<file path="config.mk">
export PLATFORM = sky130hd
export DESIGN_NAME = trng_byte_reader
export DESIGN_NICKNAME = d
export VERILOG_FILES = /design/src/rtl/trng_pkg.sv /design/src/rtl/trng_byte_fifo.sv /design/src/rtl/trng_byte_reader.sv
export SDC_FILE = /design/constraint.sdc
export NUM_CORES = 1
export LEC_CHECK = 0
export BUFFER_PORTS_ARGS = -buffer_cell sky130_fd_sc_hd__buf_2
export CAP_MARGIN = 30
export CORE_MARGIN = 5
export CORE_UTILIZATION = 35
export CTS_CLUSTER_SIZE = 24
export DETAILED_ROUTE_END_ITERATION = 10
export MAX_ROUTING_LAYER = met4
export SLEW_MARGIN = 15
export SYNTH_ARGS = -nofsm -noshare
export SYNTH_HDL_FRONTEND = slang
export SYNTH_SLANG_ARGS = --single-unit
export TNS_END_PERCENT = 5
</file>
<file path="constraint.sdc">
create_clock -name clk -period 4 [get_ports clk]
set_clock_uncertainty 0.1 [all_clocks]
set_input_delay 0.6 -clock clk [delete_from_list [all_inputs] [get_ports clk]]
set_output_delay 0.6 -clock clk [all_outputs]
set_load 0.01 [all_outputs]
</file>
<file path="src/rtl/trng_pkg.sv">
// -----------------------------------------------------------------------------
// trng_pkg
// Shared definitions for the TRNG byte reader:
//   - trng_state_e : control FSM states (warm-up, running, health failure)
//   - DEF_*        : default parameter values for the reader and its FIFO
//   - level_w()    : width of a FIFO occupancy count able to hold 0..depth
//   - cnt_w()      : width of a counter able to hold 0..max_val
// -----------------------------------------------------------------------------
package trng_pkg;

    typedef enum logic [1:0] {
        ST_WARMUP = 2'd0,
        ST_RUN    = 2'd1,
        ST_FAIL   = 2'd2
    } trng_state_e;

    localparam int DEF_FIFO_DEPTH = 4;
    localparam int DEF_WARMUP     = 64;
    localparam int DEF_RCT_CUTOFF = 32;

    // Occupancy must represent both 0 and DEPTH, hence one bit more than
    // the pointer width.
    function automatic int level_w(input int depth);
        return $clog2(depth) + 1;
    endfunction

    function automatic int cnt_w(input int max_val);
        return (max_val < 2) ? 1 : $clog2(max_val + 1);
    endfunction

endpackage

</file>
<file path="src/rtl/trng_byte_fifo.sv">
// -----------------------------------------------------------------------------
// trng_byte_fifo
// Synchronous byte FIFO with push, pop, flush and an occupancy count.
//   clk, rst      : clock, asynchronous active-high reset
//   push_i        : write push_data_i (dropped if full and not popping)
//   push_data_i   : byte to write
//   pop_i         : remove the head entry (ignored when empty)
//   flush_i       : empty the FIFO; overrides push and pop
//   head_o        : current head byte, 0 when empty
//   empty_o       : no entries held
//   drop_o        : a push was discarded this cycle because the FIFO was full
//   level_o       : number of entries held (0..DEPTH)
// A push and a pop in the same cycle both succeed even when full, so the
// FIFO can stream at one byte per cycle at full occupancy.
// -----------------------------------------------------------------------------
module trng_byte_fifo
    import trng_pkg::*;
#(
    parameter int DEPTH = DEF_FIFO_DEPTH
) (
    input  logic                      clk,
    input  logic                      rst,
    input  logic                      push_i,
    input  logic [7:0]                push_data_i,
    input  logic                      pop_i,
    input  logic                      flush_i,
    output logic [7:0]                head_o,
    output logic                      empty_o,
    output logic                      drop_o,
    output logic [level_w(DEPTH)-1:0] level_o
);

    localparam int PTR_W = $clog2(DEPTH);
    localparam int LVL_W = level_w(DEPTH);
    localparam logic [LVL_W-1:0] FULL_LVL = LVL_W'(DEPTH);

    logic [7:0]       mem_q [DEPTH];
    logic [PTR_W-1:0] wr_ptr_q;
    logic [PTR_W-1:0] rd_ptr_q;
    logic [LVL_W-1:0] level_q;

    logic full;
    logic do_push;
    logic do_pop;

    assign empty_o = (level_q == '0);
    assign full    = (level_q == FULL_LVL);

    // A pop frees a slot in the same cycle, so a push at full occupancy is
    // accepted whenever it is paired with a pop.
    assign do_pop  = pop_i  && !empty_o && !flush_i;
    assign do_push = push_i && !flush_i && (!full || do_pop);
    assign drop_o  = push_i && !flush_i && full && !do_pop;

    // NOTE: state registers use non-blocking (<=) so every flop samples the
    // pre-edge values of the others, independent of process order.
    always_ff @(posedge clk or posedge rst) begin
        if (rst) begin
            wr_ptr_q <= '0;
            rd_ptr_q <= '0;
            level_q  <= '0;
        end else if (flush_i) begin
            wr_ptr_q <= '0;
            rd_ptr_q <= '0;
            level_q  <= '0;
        end else begin
            if (do_push) begin
                wr_ptr_q <= wr_ptr_q + PTR_W'(1);
            end
            if (do_pop) begin
                rd_ptr_q <= rd_ptr_q + PTR_W'(1);
            end
            unique case ({do_push, do_pop})
                2'b10:   level_q <= level_q + LVL_W'(1);
                2'b01:   level_q <= level_q - LVL_W'(1);
                default: level_q <= level_q;
            endcase
        end
    end

    // NOTE: the storage array has no reset; only pointers and level do. Stale
    // entries are never visible because head_o is masked while empty.
    always_ff @(posedge clk) begin
        if (do_push) begin
            mem_q[wr_ptr_q] <= push_data_i;
        end
    end

    assign head_o  = empty_o ? 8'h00 : mem_q[rd_ptr_q];
    assign level_o = level_q;

endmodule

</file>
<file path="src/rtl/trng_byte_reader.sv">
// -----------------------------------------------------------------------------
// trng_byte_reader
// Consumer end of the TRNG raw-bit stream. Discards a warm-up window of raw
// samples, von Neumann debiases the rest, packs surviving bits MSB-first into
// bytes, buffers them in a small FIFO and presents them on a valid/ready
// interface. A repetition-count test (RCT) watches the raw stream and latches
// a sticky failure that shuts the block down until reset.
//   clk, rst    : clock, asynchronous active-high reset
//   en          : block enable; low restarts warm-up (ignored after failure)
//   raw_bit     : raw entropy sample
//   raw_valid   : raw_bit qualifier, at most one sample per cycle
//   byte_data   : FIFO head byte
//   byte_valid  : FIFO non-empty and health test not failed
//   byte_ready  : consumer accepts byte_data
//   fifo_level  : bytes held in the FIFO
//   overflow    : sticky, a finished byte was dropped because the FIFO was full
//   health_fail : sticky, the repetition-count test tripped
// -----------------------------------------------------------------------------
module trng_byte_reader
    import trng_pkg::*;
#(
    parameter int FIFO_DEPTH = DEF_FIFO_DEPTH,
    parameter int WARMUP     = DEF_WARMUP,
    parameter int RCT_CUTOFF = DEF_RCT_CUTOFF
) (
    input  logic                           clk,
    input  logic                           rst,
    input  logic                           en,
    input  logic                           raw_bit,
    input  logic                           raw_valid,
    output logic [7:0]                     byte_data,
    output logic                           byte_valid,
    input  logic                           byte_ready,
    output logic [level_w(FIFO_DEPTH)-1:0] fifo_level,
    output logic                           overflow,
    output logic                           health_fail
);

    localparam int WARM_W = cnt_w(WARMUP);
    localparam int RCT_W  = cnt_w(RCT_CUTOFF);
    localparam logic [WARM_W-1:0] WARM_LAST = WARM_W'(WARMUP - 1);
    localparam logic [RCT_W-1:0]  RCT_TRIP  = RCT_W'(RCT_CUTOFF);

    // Control and datapath state
    trng_state_e       state_q,     state_d;
    logic [WARM_W-1:0] warm_cnt_q,  warm_cnt_d;   // warm-up samples seen
    logic              pair_full_q, pair_full_d;  // first half of pair held
    logic              pair_bit_q,  pair_bit_d;   // first half of pair
    logic [6:0]        pack_q,      pack_d;       // up to 7 debiased bits
    logic [2:0]        bit_cnt_q,   bit_cnt_d;    // bits held in pack_q
    logic [RCT_W-1:0]  rct_cnt_q,   rct_cnt_d;    // current run length, 0 = none yet
    logic              rct_prev_q,  rct_prev_d;   // previous raw sample
    logic              overflow_q;

    // FIFO interface
    logic       push;
    logic [7:0] push_data;
    logic       pop;
    logic       flush;
    logic       fifo_empty;
    logic       fifo_drop;
    logic [7:0] fifo_head;

    always_ff @(posedge clk or posedge rst) begin
        if (rst) begin
            state_q     <= ST_WARMUP;
            warm_cnt_q  <= '0;
            pair_full_q <= 1'b0;
            pair_bit_q  <= 1'b0;
            pack_q      <= '0;
            bit_cnt_q   <= '0;
            rct_cnt_q   <= '0;
            rct_prev_q  <= 1'b0;
            overflow_q  <= 1'b0;
        end else begin
            state_q     <= state_d;
            warm_cnt_q  <= warm_cnt_d;
            pair_full_q <= pair_full_d;
            pair_bit_q  <= pair_bit_d;
            pack_q      <= pack_d;
            bit_cnt_q   <= bit_cnt_d;
            rct_cnt_q   <= rct_cnt_d;
            rct_prev_q  <= rct_prev_d;
            if (fifo_drop) begin
                overflow_q <= 1'b1;
            end
        end
    end

    // NOTE: every variable written here gets a default first, so no path can
    // leave one unassigned and infer a latch.
    always_comb begin
        state_d     = state_q;
        warm_cnt_d  = warm_cnt_q;
        pair_full_d = pair_full_q;
        pair_bit_d  = pair_bit_q;
        pack_d      = pack_q;
        bit_cnt_d   = bit_cnt_q;
        rct_cnt_d   = rct_cnt_q;
        rct_prev_d  = rct_prev_q;
        push        = 1'b0;
        flush       = 1'b0;
        // The byte completed by the current pair: 7 held bits plus the
        // first half of the pair, which is the emitted bit for a "10"/"01".
        push_data   = {pack_q, pair_bit_q};

        if (state_q != ST_FAIL && !en) begin
            // Disabling abandons all in-flight entropy; only the FIFO survives.
            state_d     = ST_WARMUP;
            warm_cnt_d  = '0;
            pair_full_d = 1'b0;
            pair_bit_d  = 1'b0;
            pack_d      = '0;
            bit_cnt_d   = '0;
            rct_cnt_d   = '0;
            rct_prev_d  = 1'b0;
        end else begin
            unique case (state_q)
                ST_WARMUP: begin
                    if (raw_valid) begin
                        if (warm_cnt_q == WARM_LAST) begin
                            warm_cnt_d = '0;
                            state_d    = ST_RUN;
                        end else begin
                            warm_cnt_d = warm_cnt_q + WARM_W'(1);
                        end
                    end
                end

                ST_RUN: begin
                    if (raw_valid) begin
                        // Repetition count: a zero count marks the first
                        // sample after warm-up, which always starts a run.
                        rct_prev_d = raw_bit;
                        if (rct_cnt_q == '0 || raw_bit != rct_prev_q) begin
                            rct_cnt_d = RCT_W'(1);
                        end else begin
                            rct_cnt_d = rct_cnt_q + RCT_W'(1);
                        end

                        if (rct_cnt_d == RCT_TRIP) begin
                            // The tripping sample is not trusted for output;
                            // flushing now means the FIFO is already empty
                            // when health_fail becomes visible.
                            state_d = ST_FAIL;
                            flush   = 1'b1;
                        end else if (!pair_full_q) begin
                            pair_full_d = 1'b1;
                            pair_bit_d  = raw_bit;
                        end else begin
                            pair_full_d = 1'b0;
                            pair_bit_d  = 1'b0;
                            // Unequal pair emits its first bit; equal pairs
                            // are discarded.
                            if (pair_bit_q != raw_bit) begin
                                pack_d = {pack_q[5:0], pair_bit_q};
                                if (bit_cnt_q == 3'd7) begin
                                    push      = 1'b1;
                                    bit_cnt_d = 3'd0;
                                end else begin
                                    bit_cnt_d = bit_cnt_q + 3'd1;
                                end
                            end
                        end
                    end
                end

                ST_FAIL: begin
                    flush = 1'b1;
                end

                default: begin
                    state_d = ST_WARMUP;
                end
            endcase
        end
    end

    assign byte_valid = !fifo_empty && (state_q != ST_FAIL);
    assign pop        = byte_valid && byte_ready;

    trng_byte_fifo #(
        .DEPTH (FIFO_DEPTH)
    ) u_fifo (
        .clk         (clk),
        .rst         (rst),
        .push_i      (push),
        .push_data_i (push_data),
        .pop_i       (pop),
        .flush_i     (flush),
        .head_o      (fifo_head),
        .empty_o     (fifo_empty),
        .drop_o      (fifo_drop),
        .level_o     (fifo_level)
    );

    assign byte_data   = fifo_head;
    assign overflow    = overflow_q;
    assign health_fail = (state_q == ST_FAIL);

endmodule

</file>
==> key figures, run 1 <==
Synthesis
  – Post-synthesis net count: 304
  – Post-synth EDFFs: 32
  – Post-synthesis sequential area ratio: 55.6%
  – Register bit total from synthesis: 68
  – Distinct cells, synth: 49
  – Mapped Cells: 285
  – Top_reg_cell synth: dfrtp_1
  – Syn. warnings: 0
  – Async S/R FF share, synth: 52.9%
  – Mapped Area: 3350 µm²
  – Mean Syn Cell Area: 11.7 µm²

Placement
  – Post-DP HPWL: 4390 µm
  – Placed instance area: 3600 µm²
  – Setup WS pre-CTS: 0.734 ns
  – Final Wtd Congestion: 0.873
  – IO buf count: 19

Critical path
  – Critical Path RT: 4.15 ns
  – Worst path cell trace: inv_1 -> ha_1 -> nor2b_1 -> a2111oi_2 -> o221a_4 -> nand3_1 -> nand2_1 -> nor3_1 -> fa_1 -> nor4bb_1 -> o21ai_0 -> nor3b_1
  – Crit Path Class: register to register
  – R2R Setup Slk: 0.75 ns
  – Crit-path max FO: 14
  – Worst setup EP type: register
  – Slowest stage delay, CP: 0.46 ns
  – End of the worst register-to-register path: u_fifo.level_o[2]
  – Worst r2r path cells: 12
  – FF-to-FF Start: rct_cnt_q[0]
  – Slowest library cell on the worst path: dfrtp_1
  – Crit start category: register
  – Crit path from: rct_cnt_q[0]
  – CP arrival: 3.40 ns

Clock tree
  – Inserted Clock Buffers: 9
  – Clock latency on the worst-skew pair: 0.34 ns
  – Sink Count: 68
  – Clock root buffer: clkbuf_8
  – Setup bufs post-CTS: 0
  – Hold_buf cts: 0
  – CTS tree: done
  – CTS resizes: 0
  – Clock Path Buffers: 2
  – Clk slew on worst S/H paths: 0.07 ns
  – CTS H-tree depth: 3

STA
  – Hold_ws: 0.171 ns
  – Worst slew margin: 51.5%
  – Min cycle time layout: 3.25 ns
  – Final period utilization: 81.3%
  – Final hold vios: 0
  – Final max-slew violation count: 0
  – Setup violations, final: 0
  – TNS Setup: 0 ns
  – Worst Tran Pin Value: 0.724 ns
  – Final Worst Setup Slack: 0.749 ns
  – RSZ-0062 raised after global routing: no
  – Fmax: 308 MHz

Layout
  – # fillers: 913
  – Layout cell share with drive strength beyond 1: 17.5%
  – FF+latch area: 1860 µm²
  – Nets: 328
  – Post-layout util: 41.1%
  – Area delta synth->final: 13.9%
  – Antenna cells: 0
  – Design Area, Final: 3810 µm²
  – Multi-input logic area: 1400 µm²

Drt
  – Total Routed Length: 6240 µm
  – DRT iter0 DRCs: 117
  – Residual DRC count: 0
  – ANT nets after route: 0
  – DR vias/cell: 5.03
  – Drt wl/cell: 14.1 µm
  – DR pass1 iterations: 4
  – Via count: 2229

Global route
  – Gr ovfl total: 0
  – Number of global-route vias before repair: 2119
  – First-pass GRT wire length: 10500 µm
  – Antenna violations before repair: 0
  – GRT Util Overall: 12.1%
  – Pin count of the biggest net entering global routing: 27

Die
  – Core area: 9280 µm²
  – Initial core utilization: 36.1%
  – Die H: 108 µm
  – Die area: 11600 µm²
  – I/O pin count: 20
  – Rows: 35
  – Die X: 108 µm

Power
  – Leak: 1.55 nW
  – Worst IR Drop VDD: 0.000212 V
  – Power Density: 505 nW/µm²

Hold path
  – Worst hold path class: primary input to asynchronous set/reset pin

Flow run
  – Max-cap violations: 0

Outcome
  – Status: complete, no violations
worst max path at each step:
stage                        end  slack (ns)  depth (start not counted)
2_1_floorplan  u_fifo.level_o[2]        0.97                         14
3_3_place_gp   u_fifo.level_o[2]        0.91                         12
3_5_place_dp   u_fifo.level_o[2]        0.73                         11
4_1_cts        u_fifo.level_o[2]        0.74                         12
5_1_grt        u_fifo.level_o[2]        0.47                         12
6_report       u_fifo.level_o[2]        0.75                         12
metal layers:
layer	global-route usage, %	routed length (µm)	vias to the layer above
met2	18.3	2880	39
met1	15.1	2990	1092
met5	-	0	-
li1	-	-	1087
met3	4.08	273	11
met4	4.24	92	0
final cells by class:
cell class	instances	area share, %
Timing Repair Buffer	22	3.28
Tap cell	129	4.24
Multi-Input combinational cell	195	36.7
Inverter	13	1.28
Clock buffer	10	3.35
Clock inverter	6	2.30
Sequential cell	68	48.9
per-stage QoR:
step | power (mW) | std cells
after floorplan | 1.19 | 285
after global placement | 1.32 | 426
after detailed placement | 1.33 | 427
after CTS | 1.95 | 443
after global routing | 2.04 | 443
final | 1.92 | 443
synth_stat cells (2+ instances only):
master     n  area, µm²
nor3_1     7       35.0
nor2b_1    9       56.3
nand2_1   31        116
o21ai_0   25        125
a21oi_1    9       45.0
xor2_1     5       43.8
nor2_1    15       56.3
a32o_1     2       20.0
and2_1     8       50.1
a31oi_1    3       18.8
and3_1     3       18.8
clkbuf_1   6       22.5
ha_1      12        150
nand4_1    3       18.8
o31ai_1    2       15.0
edfxtp_1  32        961
nor3b_1    3       22.5
o21a_1     4       30.0
mux4_2     8        180
buf_2      3       15.0
xnor2_1    2       17.5
inv_1     13       48.8
nand3_1   13       65.1
or2_2      2       12.5
nand2b_1   2       12.5
mux2i_1    5       50.1
dfrtp_1   36        901
where the power goes:
group / internal [mW] / total [mW] / switching (mW)
Combinational: 0.208 / 0.424 / 0.217
Clock: 0.352 / 0.615 / 0.263
Sequential: 0.778 / 0.883 / 0.106
sequential cells by signal (all words and copies together) (netlist names), 2 cells and up:
register and count:
u_fifo.mem_q 32, pack_q 7, warm_cnt_q 7, rct_cnt_q 6, bit_cnt_q 3, u_fifo.level_o 3
state_q 2, u_fifo.rd_ptr_q 2, u_fifo.wr_ptr_q 2
cells in the final DEF (no fill, tap or decap), drive strengths merged, types with 4 or more instances in the layout:
cell type / n
dfrtp: 36
edfxtp: 32
nand2: 31
o21ai: 25
buf: 22
nor2: 16
inv: 14
nand3: 14
ha: 12
a21oi: 10
clkbuf: 10
nor2b: 9
and2: 9
nor3: 9
mux4: 8
xor2: 5
mux2i: 5
o21a: 4
logic make-up after synthesis:
| family | share of synthesized area, % |
|---|---|
| AOI/OAI and AO/OA | 11.7 |
| xor gates and xnor gates | 1.83 |
| adders and majority gates | 5.08 |
| buffers and inverters | 2.58 |
| DFF | 55.6 |
| muxes | 6.88 |
| and+or+nand+nor | 16.3 |
worst max-delay path: cells and delay by family (launching register included):
family	cells	cell delay, ns
buf+inv	1	0.10
compound gates	3	0.96
flops	1	0.46
simple gates	6	0.93
fa+ha+maj	2	0.59
Power figures use the tool's default switching activity.
==> run 2, diff against run 1 <==
ABC_AREA = 1   (was default)
clock period = 2.75 ns   (was 4 ns; I/O delays follow)
==> key figures, run 2 <==
Layout
  – Most frequent cells in the layout: nor2_1, inv_1, nand2_1 (was dfrtp_1, edfxtp_1, nand2_1)
  – Post-layout util: 41.8% (was 41.1%)
  – Top reg by flops: u_fifo.mem_q (unchanged)
  – Area delta synth->final: 16.7% (was 13.9%)
  – # fillers: 970 (was 913)
  – Commonest non-fill, non-tap cell in the layout: nor2_1 (was dfrtp_1)
  – Layout cell share with drive strength beyond 1: 25.0% (was 17.5%)
  – Nets: 426 (was 328)
  – Top Registers: u_fifo.mem_q: 32 flops, pack_q: 7 flops, warm_cnt_q: 7 flops (unchanged)
  – Max FFs per register: 32 (unchanged)
  – Antenna cells: 0 (unchanged)

Clock tree
  – CTS tree: done (unchanged)
  – CTS H-tree depth: 3 (unchanged)
  – Inserted Clock Buffers: 9 (unchanged)
  – Hold_buf cts: 0 (unchanged)
  – Clock root buffer: clkbuf_8 (unchanged)
  – Clock Path Buffers: 2 (unchanged)
  – Clk slew on worst S/H paths: 0.08 ns (was 0.07 ns)
  – Clock latency on the worst-skew pair: 0.34 ns (about the same)
  – Sink Count: 68 (unchanged)

Hold path
  – Worst hold path class: primary input to asynchronous set/reset pin (unchanged)

Power
  – Power Density: 842 nW/µm² (was 505 nW/µm²)
  – Sequential Power Share: 39.3% (was 45.9%)
  – Leak: 1.81 nW (was 1.55 nW)
  – Switch share: 40.0% (was 30.4%)
  – Total Power: 3.42 mW (was 1.92 mW)
  – Internal Dissipation: 2.06 mW (was 1.34 mW)
  – Logic pwr share: 39.5% (was 22.1%)
  – P_sw: 1.37 mW (was 585 µW)
  – Clock Power Share: 21.3% (was 32.0%)
  – Worst IR Drop VDD: 0.000434 V (was 0.000212 V)

Synthesis
  – Compound-Gate Fraction of Synth Area: 11.6% (was 11.7%)
  – XOR/XNOR share of the synthesized area: 0.755% (was 1.83%)
  – Synth Area in Adders: 4.89% (was 5.08%)
  – Most common cell in the netlist: nor2_1 (was dfrtp_1)
  – Register bit total from synthesis: 68 (unchanged)
  – Largest family of logic cells by synthesized area: simple AND/OR/NAND/NOR gates (unchanged)
  – Async S/R FF share, synth: 52.9% (unchanged)
  – Mapped Cells: 367 (was 285)
  – Syn. warnings: 0 (unchanged)
  – Distinct cells, synth: 41 (was 49)
  – Simple-Gate Fraction of Synth Area: 21.6% (was 16.3%)
  – Area contributors post-synth: edfxtp_1, dfrtp_1, nor2_1 (was edfxtp_1, dfrtp_1, mux4_2)
  – Post-synthesis sequential area ratio: 53.5% (was 55.6%)
  – Synth cell count leaders: nor2_1, inv_1, nand2_1, dfrtp_1, edfxtp_1 (was dfrtp_1, edfxtp_1, nand2_1, o21ai_0, nor2_1)
  – Mapped Area: 3480 µm² (was 3350 µm²)
  – Top-area cell type share of the netlist area: 27.6% (was 28.7%)
  – Area leader, netlist: edfxtp_1 (unchanged)
  – Mux contribution to synthesized area: 0% (was 6.88%)
  – Top_reg_cell synth: dfrtp_1 (unchanged)
  – Post-synthesis net count: 386 (was 304)
  – Mean Syn Cell Area: 9.49 µm² (was 11.7 µm²)
  – Post-synth EDFFs: 32 (unchanged)

STA
  – TNS Setup: 0 ns (unchanged)
  – Fmax: 385 MHz (was 308 MHz)
  – RSZ-0062 raised after global routing: yes (was no)
  – Final max-slew violation count: 0 (unchanged)
  – Setup violations, final: 0 (unchanged)
  – Final hold vios: 0 (unchanged)
  – Final Worst Setup Slack: 0.150 ns (was 0.749 ns)
  – Final period utilization: 94.6% (was 81.3%)
  – Worst slew margin: 61.3% (was 51.5%)
  – Worst Tran Pin Value: 0.578 ns (was 0.724 ns)
  – Min cycle time layout: 2.60 ns (was 3.25 ns)

Drt
  – ANT nets after route: 0 (unchanged)
  – Residual DRC count: 0 (unchanged)
  – Total Routed Length: 7030 µm (was 6240 µm)
  – Drt wl/cell: 12.9 µm (was 14.1 µm)
  – DRT iter0 DRCs: 120 (was 117)
  – DR pass1 iterations: 4 (unchanged)
  – DR vias/cell: 4.67 (was 5.03)
  – Via count: 2544 (was 2229)

Die
  – Die area: 12000 µm² (was 11600 µm²)
  – Die H: 110 µm (was 108 µm)
  – Initial core utilization: 35.8% (was 36.1%)
  – Die X: 110 µm (was 108 µm)
  – Rows: 36 (was 35)
  – I/O pin count: 20 (unchanged)
  – Core area: 9730 µm² (was 9280 µm²)

Critical path
  – Crit Path Class: register to register (unchanged)
  – Crit-path max FO: 5 (was 14)
  – Crit start category: register (unchanged)
  – Worst setup EP type: register (unchanged)
  – Critical Path RT: 2.93 ns (was 4.15 ns)
  – CP arrival: 2.78 ns (was 3.40 ns)

Global route
  – Gr ovfl total: 0 (unchanged)
  – GRT Util Overall: 13.0% (was 12.1%)
  – Gr busiest metal: met2 (unchanged)
  – Met1 GRT Util: 16.4% (was 15.1%)
  – First-pass GRT wire length: 11800 µm (was 10500 µm)
  – Antenna violations before repair: 0 (unchanged)
  – Number of global-route vias before repair: 2530 (was 2119)
  – Global Route met3 Usage: 3.41% (was 4.08%)
  – Pin count of the biggest net entering global routing: 37 (was 27)
  – GRT met2 Usage: 20.7% (was 18.3%)

Placement
  – IO buf count: 19 (unchanged)
  – Setup WS pre-CTS: 0.0367 ns (was 0.734 ns)
  – Post-DP HPWL: 4820 µm (was 4390 µm)
  – Final Wtd Congestion: 0.862 (was 0.873)

Outcome
  – Status: complete, no violations (unchanged)

Flow run
  – Max-cap violations: 0 (unchanged)
## run 2: cell families after synthesis
group,Yosys count
adder cells (fa/ha/maj),13
flip-flops,68
AND/OR/NAND/NOR,155
buffers and inverters,65
XOR/XNOR,3
AO/OA/AOI/OAI,63
## run 2: worst paths after layout
kind	startpoint	slack, ns	cells past startpoint	endpoint
worst max-delay path	rct_cnt_q[1]	0.15	17	u_fifo.level_o[2]
worst min-delay path	rst	0.07	3	warm_cnt_q[0]
worst max register to register	rct_cnt_q[1]	0.15	17	u_fifo.level_o[2]
worst min register to register	overflow	0.37	1	overflow
max in group asynchronous	rst	2.14	3	rct_cnt_q[0]
min in group clk	raw_bit	0.28	3	rct_prev_q
## run 2: power by group through the flow
| stage | clock network [mW] | registers, mW | logic (mW) |
|---|---|---|---|
| after floorplan | 0 | 1.32 | 0.911 |
| after global placement | 0 | 1.36 | 1.23 |
| after detailed placement | 0 | 1.36 | 1.26 |
| after CTS | 0.757 | 1.34 | 1.27 |
| after global routing | 0.800 | 1.37 | 1.54 |
| final | 0.728 | 1.34 | 1.35 |
## run 2: layout make-up
cell class,count,area (µm²),share of cell area [%]
tap,133,166,4.09
clock inverter,7,52.6,1.29
inverter,57,214,5.26
clock buffer,9,124,3.05
sequential,68,1860,45.9
multi-input combinational,234,1410,34.8
timing repair buffer,37,230,5.66
## run 2: per-layer routing
| layer | part of all wire, % | wire, µm |
|---|---|---|
| met1 | 47 | 3330 |
| met4 | 0.53 | 37 |
| met5 | 0 | 0 |
| met3 | 3.4 | 240 |
| met2 | 49 | 3420 |
## run 2: critical path, cell delays in order (launching register included)
cell     delay [ns]
dfrtp_2        0.47
ha_4           0.20
nand2_2        0.06
nand2_2        0.06
nor2_1         0.10
nand3_1        0.07
nor2_1         0.12
nand4_1        0.12
nand2_2        0.13
nand2_4        0.06
nand3_2        0.08
inv_2          0.04
fa_2           0.37
xnor2_2        0.15
inv_1          0.07
a32oi_2        0.17
nand3_1        0.10
nand2_1        0.07
## run 2: timing repair
item | CTS | global route
setup endpoints to repair | 1 | 1
pin swaps | 0 | 12
buffers inserted | 0 | 6
resized for setup | 1 | 16
## run 2: through the flow
stage / instances / hold slack [ns] / cell area, µm²
6_report: 545 / 0.0713 / 4070
3_3_place_gp: 523 / 0.363 / 3780
4_1_cts: 539 / 0.0756 / 3960
3_5_place_dp: 523 / 0.358 / 3780
5_1_grt: 545 / 0.118 / 4070
2_1_floorplan: 367 / 0.365 / 3480
